`config.mk`:
```
export PLATFORM = sky130hd
export DESIGN_NAME = conv_event_scheduler
export DESIGN_NICKNAME = d
export VERILOG_FILES = /design/src/rtl/graph_pkg.sv /design/src/rtl/conv_sched_fifo.sv /design/src/rtl/conv_event_scheduler.sv
export SDC_FILE = /design/constraint.sdc
export NUM_CORES = 1
export LEC_CHECK = 0
export ABC_AREA = 0
export CORE_UTILIZATION = 34
export CTS_CLUSTER_SIZE = 20
export DETAILED_ROUTE_END_ITERATION = 8
export HOLD_SLACK_MARGIN = 0.02
export PLACE_DENSITY_LB_ADDON = 0.05
export SETUP_SLACK_MARGIN = 0.5
export SLEW_MARGIN = 20
export SYNTH_ARGS = -nofsm -noshare
export SYNTH_HDL_FRONTEND = slang
export SYNTH_SLANG_ARGS = --single-unit
```
`constraint.sdc`:
```
create_clock -name clk -period 10.7 [get_ports clk]
set_input_delay 1.07 -clock clk [delete_from_list [all_inputs] [get_ports clk]]
set_output_delay 1.07 -clock clk [all_outputs]
set_load 0.02 [all_outputs]
```
`src/rtl/graph_pkg.sv`:
```
// Shared types for the graph pipeline: event and edge payloads, the
// convolution sweep length, and the admission scheduler's state and
// FIFO entry types.
package graph_pkg;

  localparam int unsigned MAX_EDGES      = 4;
  localparam int unsigned MEMORY_OPS_NUM = 15;
  localparam int unsigned COORD_W        = 8;
  localparam int unsigned TS_W           = 16;
  localparam int unsigned NBR_W          = 7;

  typedef struct packed {
    logic               valid;
    logic [COORD_W-1:0] x;
    logic [COORD_W-1:0] y;
    logic               polarity;
    logic [TS_W-1:0]    ts;
  } event_type;

  typedef struct packed {
    logic             valid;
    logic [NBR_W-1:0] nbr;
  } edge_type;

  typedef enum logic [0:0] {
    CS_IDLE = 1'b0,
    CS_WAIT = 1'b1
  } conv_sched_state_t;

  typedef struct packed {
    event_type                  ev;
    edge_type [MAX_EDGES-1:0]   edges;
  } conv_sched_entry_t;

endpackage

```
`src/rtl/conv_sched_fifo.sv`:
```
// Synchronous FIFO of scheduler entries. Registered read path (no
// fall-through): an entry pushed on one edge is visible at the head
// from the following cycle.
//   clk, reset   : clock, synchronous active-low reset
//   push, wdata  : write request and entry (ignored when full or flushing)
//   pop, rdata   : read request and head entry (ignored when empty or flushing)
//   flush        : clears the FIFO on this edge
//   full, empty, level : occupancy status
module conv_sched_fifo
  import graph_pkg::*;
#(
  parameter int unsigned DEPTH = 8
) (
  input  logic                   clk,
  input  logic                   reset,
  input  logic                   push,
  input  logic                   pop,
  input  logic                   flush,
  input  conv_sched_entry_t      wdata,
  output conv_sched_entry_t      rdata,
  output logic                   full,
  output logic                   empty,
  output logic [$clog2(DEPTH):0] level
);

  localparam int unsigned AW = $clog2(DEPTH);
  localparam int unsigned LW = AW + 1;

  conv_sched_entry_t mem [DEPTH];
  logic [AW-1:0]     wr_ptr;
  logic [AW-1:0]     rd_ptr;
  logic              do_push;
  logic              do_pop;

  assign full    = (level == LW'(DEPTH));
  assign empty   = (level == '0);
  assign do_push = push && !full && !flush;
  assign do_pop  = pop && !empty && !flush;
  assign rdata   = mem[rd_ptr];

  // Pointers and occupancy; flush takes priority over any push/pop.
  always_ff @(posedge clk) begin
    if (!reset || flush) begin
      wr_ptr <= '0;
      rd_ptr <= '0;
      level  <= '0;
    end else begin
      if (do_push) wr_ptr <= wr_ptr + AW'(1);
      if (do_pop)  rd_ptr <= rd_ptr + AW'(1);
      case ({do_push, do_pop})
        2'b10:   level <= level + LW'(1);
        2'b01:   level <= level - LW'(1);
        default: level <= level;
      endcase
    end
  end

  // Storage carries no reset; contents are don't-care after reset.
  always_ff @(posedge clk) begin
    if (do_push) mem[wr_ptr] <= wdata;
  end

endmodule

```
`src/rtl/conv_event_scheduler.sv`:
```
// Admission controller in front of the async graph-convolution stage.
// Buffers events with their edge vectors, issues them one at a time with
// issue pulses at least ISSUE_INTERVAL cycles apart, and bounds the number
// of issued-but-not-completed events to MAX_INFLIGHT.
// Optional build macro CONV_SCHED_DROP_EN: s_ready held high outside reset
// and flush, pushes into a full FIFO are discarded and counted on drop_cnt.
//   clk, reset          : clock, synchronous active-low reset
//   s_event, s_edges    : upstream event/edges, s_event.valid requests
//   s_ready             : combinational accept qualifier
//   flush               : clears buffered events
//   conv_event/edges    : issued event, .valid is a 1-cycle pulse
//   conv_done           : completion pulse from the convolution
//   fifo_level, inflight, issued_cnt, completed_cnt : status
//   err_underflow       : sticky, completion seen with nothing in flight
//   drop_cnt            : discarded pushes (CONV_SCHED_DROP_EN only)
module conv_event_scheduler
  import graph_pkg::*;
#(
  parameter int unsigned FIFO_DEPTH     = 8,
  parameter int unsigned ISSUE_INTERVAL = MEMORY_OPS_NUM,
  parameter int unsigned MAX_INFLIGHT   = 2,
  parameter int unsigned CNT_WIDTH      = 16
) (
  input  logic                          clk,
  input  logic                          reset,
  input  event_type                     s_event,
  input  edge_type [MAX_EDGES-1:0]      s_edges,
  output logic                          s_ready,
  input  logic                          flush,
  output event_type                     conv_event,
  output edge_type [MAX_EDGES-1:0]      conv_edges,
  input  logic                          conv_done,
  output logic [$clog2(FIFO_DEPTH):0]   fifo_level,
  output logic [$clog2(MAX_INFLIGHT):0] inflight,
  output logic [CNT_WIDTH-1:0]          issued_cnt,
  output logic [CNT_WIDTH-1:0]          completed_cnt,
  output logic                          err_underflow
`ifdef CONV_SCHED_DROP_EN
  ,
  output logic [CNT_WIDTH-1:0]          drop_cnt
`endif
);

  localparam int unsigned IW = $clog2(MAX_INFLIGHT) + 1;
  localparam int unsigned GW = (ISSUE_INTERVAL > 1) ? $clog2(ISSUE_INTERVAL) : 1;

  localparam logic [0:0]    ST_IDLE   = 1'(CS_IDLE);
  localparam logic [0:0]    ST_WAIT   = 1'(CS_WAIT);
  localparam logic [GW-1:0] GAP_LOAD  = GW'(ISSUE_INTERVAL - 1);
  localparam bit            SKIP_WAIT = (ISSUE_INTERVAL <= 1);

  logic [0:0]        state;
  logic [0:0]        state_nx;
  logic [GW-1:0]     gap;
  logic [GW-1:0]     gap_nx;
  logic              issue;
  logic              can_issue;
  logic              slot_free;
  logic              accept;
  logic              push;
  logic              dec;
  logic              full;
  logic              empty;
  conv_sched_entry_t head;
  conv_sched_entry_t wentry;

  assign slot_free = (inflight < IW'(MAX_INFLIGHT));
  assign can_issue = !empty && slot_free && !flush;

`ifdef CONV_SCHED_DROP_EN
  assign s_ready = reset && !flush;
`else
  assign s_ready = reset && !full && !flush;
`endif

  assign accept = s_event.valid && s_ready;
  assign push   = accept && !full;
  // Completion only retires an event when one is actually outstanding.
  assign dec    = conv_done && (inflight != '0);

  // Stored valid marks a live entry; it is always set on write, so the
  // head entry can be forwarded as-is on issue.
  always_comb begin
    wentry          = '{ev: s_event, edges: s_edges};
    wentry.ev.valid = 1'b1;
  end

  conv_sched_fifo #(
    .DEPTH (FIFO_DEPTH)
  ) u_fifo (
    .clk   (clk),
    .reset (reset),
    .push  (push),
    .pop   (issue),
    .flush (flush),
    .wdata (wentry),
    .rdata (head),
    .full  (full),
    .empty (empty),
    .level (fifo_level)
  );

  // State register.
  always_ff @(posedge clk) begin
    if (!reset) begin
      state <= ST_IDLE;
      gap   <= '0;
    end else begin
      state <= state_nx;
      gap   <= gap_nx;
    end
  end

  // Next-state logic. The last WAIT cycle (gap==0) runs the issue check
  // itself so back-to-back pulses land exactly ISSUE_INTERVAL apart.
  always_comb begin
    state_nx = state;
    gap_nx   = gap;
    issue    = 1'b0;
    if (state == ST_IDLE) begin
      issue = can_issue;
    end else if (gap == '0) begin
      issue    = can_issue;
      state_nx = ST_IDLE;
    end else begin
      gap_nx = gap - GW'(1);
    end
    if (issue) begin
      gap_nx   = GAP_LOAD;
      state_nx = SKIP_WAIT ? ST_IDLE : ST_WAIT;
    end
  end

  // Issue outputs: payload is held between pulses.
  always_ff @(posedge clk) begin
    if (!reset) begin
      conv_event <= '0;
      conv_edges <= '0;
    end else if (issue) begin
      conv_event <= head.ev;
      conv_edges <= head.edges;
    end else begin
      conv_event.valid <= 1'b0;
    end
  end

  // In-flight tracking, statistics and underflow flag.
  always_ff @(posedge clk) begin
    if (!reset) begin
      inflight      <= '0;
      issued_cnt    <= '0;
      completed_cnt <= '0;
      err_underflow <= 1'b0;
    end else begin
      case ({issue, dec})
        2'b10:   inflight <= inflight + IW'(1);
        2'b01:   inflight <= inflight - IW'(1);
        default: inflight <= inflight;
      endcase
      if (issue)                        issued_cnt    <= issued_cnt + CNT_WIDTH'(1);
      if (conv_done)                    completed_cnt <= completed_cnt + CNT_WIDTH'(1);
      if (conv_done && inflight == '0)  err_underflow <= 1'b1;
    end
  end

`ifdef CONV_SCHED_DROP_EN
  // Count requests that arrive while the FIFO is full.
  always_ff @(posedge clk) begin
    if (!reset) begin
      drop_cnt <= '0;
    end else if (accept && full) begin
      drop_cnt <= drop_cnt + CNT_WIDTH'(1);
    end
  end
`endif

endmodule

```
==> flow_metrics.tcl, run 1 <==
set metrics [dict create \
    syn_area_um2 23800 \
    post-route-util_pct 42.2 \
    reg2reg_from "gap[0]" \
    r2r_slack_ps 7200 \
    fin_worst_hold_slack_ps 476 \
    pwr-share-seq_pct 51.3 \
    worstPathArrival_ps 4570 \
    globalplace.congestion 0.717 \
    numCtsBuffers 71 \
    ys_types 48 \
    ys_ff_latch 636 \
    core_area_um2 68900 \
    synth_ff_type "edfxtp_1" \
    syn_inst 1187 \
    numClockSinks 636 \
    fin_ws_ps 6350 \
    cts_hold_buf 0 \
    max_freq_ghz 0.230 \
    num_io_pins 176 \
    num-nets-final 1475 \
    cp-end-kind "flip-flop" \
    worst_slew_pin_slew_ps 972 \
    synth.most_common_cell "edfxtp_1" \
    post-place-ws_ps 5570 \
    setup_viol 0 \
    post_cts_buffers 0 \
    ys.warnings.count 0 \
    antenna_found_initial 2 \
    fin_crit_sh_pct 40.7 \
    antenna_cells 0 \
    clk_pin_slew_ps 60 \
    syn2layout_area_growth_pct 22.1 \
    status "finished, final reports clean" \
    p_comb_share_pct 2.4 \
    yosys.area.top_type "edfxtp_1" \
    firstDrtPassIters 4 \
    die_area_um2 71200 \
    power.density_nw_per_um2 181 \
    cts_tree "built" \
    leakage_nw 9.06 \
    setup_tns_ps 0 \
    finalMaxSlewViolations 0 \
    setup.worst_path.start "reset" \
    hold_viol_final 0 \
    clock_power_share_pct 46.3 \
    wl_per_cell_um 22.6 \
    drtIter0Drc 565 \
    start_kind "input port" \
    grt_pass1_vias 12400 \
    clock_path_buffers 3 \
    port_buffers 175 \
    std_cell_rows 96 \
    die_height_um 267 \
    cap_viol_max_count 0 \
    p_sw_share_pct 20.1 \
    drive_gt1_share_pct 23.7 \
    grt_use_total_pct 15.4 \
    rsz0062_at_grt "false" \
    insertion_delay_ps 590 \
    min_period_ps 4350 \
    r2r_cells 10 \
    synth.area.top_cells "edfxtp_1 (65%), mux4_2 (12%), dfxtp_1 (9.7%)" \
    drt-total-wl_um 53900 \
    r2r-end "u_fifo.level[3]" \
    cts-root-buf "clkbuf_16" \
    start_util_pct 34.6 \
    power_mw 5.26 \
    required_ps 10910 \
    h-tree-depth 3 \
    die_w_um 267 \
    overflow 0 \
    synth.top_cell.area_share_pct 65.5 \
    vias_per_cell 4.95 \
    synth_common_cells "edfxtp_1 (520), mux4_2 (130), dfxtp_1 (116), a22o_1 (65), mux2_2 (65)" \
    synth_fp_nets 1267 \
    ys_seq_area_share_pct 75.2 \
    drcViolationCount 0 \
    crit_end "u_fifo.mem[3][55]" \
    netSwitchingPower_mw 1.06 \
    post_cts_resize_count 0 \
    p_int_mw 4.20 \
    max-vdd-ir-drop_v 0.000103 \
    synthArstFlopShare_pct 0 \
    hpwl_um 29800 \
    vias 11800 \
    ant_nets 0 \
    synth_area_per_cell_um2 20.1 \
    grt_pass1_wl_um 80800 \
    finClkSkew_ps 19.4 \
    hold_path_class "reg -> reg" \
    max-slew-margin-rel_pct 35.2 \
    synth-edff-count 520 \
    crit_type "in -> reg" \
    grt_max_degree 62 \
    cp_max_fo 40 \
]
-- registers in the layout, indices dropped and copies added (netlist names) --
signal         flops
u_fifo.level       4
issued_cnt        16
completed_cnt     16
u_fifo.rd_ptr      3
u_fifo.mem       520
inflight           2
gap                4
state              1
u_fifo.wr_ptr      3
conv_edges        32
err_underflow      1
conv_event        34
-- layer usage --
metal  GRT usage [%]  wire (um)
met1            19.8      23600
met5               0         27
met2            26.4      27200
met4            4.13       1120
met3            3.13       1970
-- per-stage QoR --
| stage | cells | cell area [um^2] |
|---|---|---|
| floorplan | 1187 | 23800 |
| global placement | 2252 | 26700 |
| detailed placement | 2252 | 26700 |
| CTS | 2380 | 29100 |
| global route | 2381 | 29100 |
| finish | 2381 | 29100 |
-- logic make-up after synthesis --
group                      share of synthesized area (%)
AOI/OAI and AO/OA                                   3.69
and+or+nand+nor                                     2.92
DFF                                                 75.2
buffers and inverters                               1.29
muxes                                               15.6
adders and majority gates                          0.525
xor gates and xnor gates                           0.698
-- area by class of cell --
cell class / instances / area (um^2)
clock buffer: 94 / 2000
clock inverter: 34 / 357
fill: 6139 / 39800
inverter: 8 / 30.0
multi-input combinational: 481 / 5670
sequential: 636 / 17900
tap: 931 / 1160
timing repair buffer: 197 / 1940
-- how the worst min path moves through the flow --
stage,from,endpoint,slack (ps),depth (start not counted)
3_3_place_gp,conv_event[16],conv_event[16],460,1
3_5_place_dp,conv_event[0],conv_event[0],470,1
4_1_cts,conv_event[27],conv_event[27],480,1
2_1_floorplan,u_fifo.wr_ptr[0],u_fifo.wr_ptr[0],460,2
5_1_grt,conv_event[25],conv_event[25],480,1
6_report,conv_event[16],conv_event[16],480,1
-- power by group through the flow --
stage / clock network, mW / registers, mW / logic (mW)
after global routing: 2.60 / 2.70 / 0.139
after global placement: 0 / 2.75 / 0.128
after CTS: 2.52 / 2.70 / 0.131
after floorplan: 0 / 2.76 / 0.0424
after detailed placement: 0 / 2.75 / 0.131
final: 2.44 / 2.70 / 0.128
-- worst max-delay path: stages --
cell and delay (ps):
clkdlybuf4s50_1 840, nand2b_1 390, nor2_1 290, nand3_1 370, nor2_4 820, buf_4 690
-- cell usage in the layout (no fill, tap or decap), drive strengths merged, types with 2 or more instances in the layout --
| master | instances |
|---|---|
| edfxtp | 520 |
| clkdlybuf4s50 | 175 |
| mux4 | 130 |
| dfxtp | 116 |
| clkbuf | 94 |
| mux2 | 65 |
| a22o | 65 |
| nor2 | 33 |
| nand2 | 25 |
| clkinv | 24 |
| buf | 22 |
| a21oi | 21 |
| nand3 | 15 |
| o21ai | 12 |
| xor2 | 11 |
| or3 | 10 |
| ha | 10 |
| nand2b | 8 |
| nand4 | 8 |
| xnor2 | 8 |
| inv | 8 |
| mux2i | 7 |
| nor3 | 7 |
| bufinv | 6 |
| and3 | 5 |
| o31ai | 5 |
| and4 | 4 |
| or4 | 4 |
| clkinvlp | 4 |
| nor4 | 3 |
| nand3b | 3 |
| a311oi | 3 |
| o21a | 3 |
| or2 | 2 |
| nor2b | 2 |
| or3b | 2 |
Power figures use the tool's default switching activity.
==> run 2, diff against run 1 <==
==> constraint.sdc (replaced) <==
create_clock -name clk -period 3.68 [get_ports clk]
set_input_delay 0.368 -clock clk [delete_from_list [all_inputs] [get_ports clk]]
set_output_delay 0.368 -clock clk [all_outputs]
set_load 0.02 [all_outputs]
==> flow_metrics.tcl, run 2 (same netlist as run 1, synthesis figures left out) <==
set metrics [dict create \
    ant_nets 0 \
    insertion_delay_ps 590 \
    core_area_um2 68900 \
    power.density_nw_per_um2 513 \
    fillers 6092 \
    final_cell_mix "edfxtp_1 (520), clkdlybuf4s50_1 (175), mux4_2 (130)" \
    fin_worst_hold_slack_ps 473 \
    vias 11700 \
    rsz0062_at_grt "false" \
    fin_crit_sh_pct 78.0 \
    busiest_layer "met2" \
    max-vdd-ir-drop_v 0.000278 \
    min_period_ps 2870 \
    num_io_pins 176 \
    hpwl_um 30400 \
    status "finished, final reports clean" \
    std_cell_rows 96 \
    antenna_cells 0 \
    worstPathArrival_ps 3370 \
    globalplace.congestion 0.705 \
    die_w_um 267 \
    clock_path_buffers 3 \
    numCtsBuffers 73 \
    instances_no_fill 2395 \
    p_comb_share_pct 2.5 \
    placed_cell_area_um2 27000 \
    required_ps 4180 \
    met2_usage_pct 26.2 \
    max-slew-margin-rel_pct 42.2 \
    grt_pass1_vias 12500 \
    setup_viol 0 \
    layout_commonest_cell "edfxtp_1" \
    cp_max_fo 5 \
    cp-end-kind "flip-flop" \
    cts-root-buf "clkbuf_16" \
    grt_pass1_wl_um 80700 \
    placedCellCount 2265 \
    port_buffers 175 \
    finalMaxSlewViolations 0 \
    start_util_pct 34.6 \
    max_freq_ghz 0.348 \
    start_kind "flip-flop" \
    crit_type "reg -> reg" \
    hold_viol_final 0 \
    power_mw 15.0 \
    largest_reg_flops 520 \
    die_area_um2 71200 \
    netSwitchingPower_mw 3.03 \
    reg_top3 "u_fifo.mem x520, conv_event x34, conv_edges x32" \
    overflow 0 \
    numClockSinks 636 \
    use_met1_pct 19.6 \
    grt_use_total_pct 15.4 \
    finClkSkew_ps 20.2 \
    h-tree-depth 3 \
    hold_path_class "reg -> reg" \
    grtUsageMet3_pct 2.96 \
    drcViolationCount 0 \
    p_int_mw 12.0 \
    clk_pin_slew_ps 60 \
    drtIter0Drc 626 \
    drive_gt1_share_pct 24.2 \
    regMostFlops "u_fifo.mem" \
    vias_per_cell 4.89 \
    firstDrtPassIters 4 \
    cap_viol_max_count 0 \
    pwr-share-seq_pct 52.2 \
    clock_power_share_pct 45.3 \
    worst_slew_pin_slew_ps 866 \
    wl_per_cell_um 22.5 \
    antenna_found_initial 3 \
    leakage_nw 9.12 \
    die_height_um 267 \
    syn2layout_area_growth_pct 22.8 \
    cts_tree "built" \
    p_sw_share_pct 20.1 \
    grt_max_degree 66 \
    cts_hold_buf 0 \
    setup_tns_ps 0 \
    drt-total-wl_um 53900 \
    final_cell_area_um2 29300 \
    num-nets-final 1489 \
]
## run 2: cell types whose count changed in the layout (fill, tap and decap cells not counted), moves of 3 or more
cell | previous run | this run
bufinv_16 | 6 | 2
clkinv_2 | 9 | 14
dfxtp_1 | 113 | 110
clkinvlp_4 | 4 | 0
buf_4 | 21 | 18
buf_12 | 0 | 16
clkinv_4 | 3 | 0
dfxtp_2 | 0 | 3
clkbuf_1 | 12 | 21
## run 2: per-stage QoR
stage          utilization [%]  setup WS [ps]
2_1_floorplan                -            411
3_3_place_gp              39.2            634
3_5_place_dp              39.2            622
4_1_cts                   42.5            741
5_1_grt                   42.5            595
6_report                  42.5            810
## run 2: layout make-up
cell class / instances / area [um^2] / area share [%]
sequential: 636 / 18000 / 61.3
clock inverter: 27 / 186 / 0.637
inverter: 8 / 30.0 / 0.103
multi-input combinational: 481 / 5690 / 19.4
timing repair buffer: 209 / 2210 / 7.54
tap: 931 / 1160 / 3.98
clock buffer: 103 / 2050 / 7.01
## run 2: per-layer routing
metal	vias to the layer above	routed length [um]
li1	5316	-
met1	6119	23500
met2	191	27100
met3	82	1960
met4	6	1260
met5	-	38
## run 2: timing repair
item                       4_1_cts  5_1_grt
setup endpoints to repair        0        1
setup buffers                    0        0
gates resized for setup          0        1
## run 2: power groups by stage
| stage | clock, mW | sequential, mW | combinational (mW) |
|---|---|---|---|
| global placement | 0 | 7.99 | 0.378 |
| floorplan | 0 | 8.01 | 0.125 |
| detailed placement | 0 | 7.99 | 0.384 |
| global route | 7.29 | 7.84 | 0.407 |
| CTS | 7.05 | 7.84 | 0.385 |
| finish | 6.81 | 7.84 | 0.374 |
## run 2: path summary, 6_finish.rpt
path                     startpoint                 to  slack, ps  depth (start not counted)
setup / recovery             gap[0]    u_fifo.level[3]        810                         10
hold reg to reg   completed_cnt[15]  completed_cnt[15]        470                          2
hold / removal    completed_cnt[15]  completed_cnt[15]        470                          2
setup reg to reg             gap[0]    u_fifo.level[3]        810                         10
## run 2: worst max-delay path: stages, from the launching register on
cell and delay (ps):
dfxtp_1 320, inv_1 100, ha_1 170, or3b_4 410
a211o_1 330, inv_2 60, ha_1 250, or3b_2 470
a2111oi_1 440, o21ai_0 140, o31ai_1 80
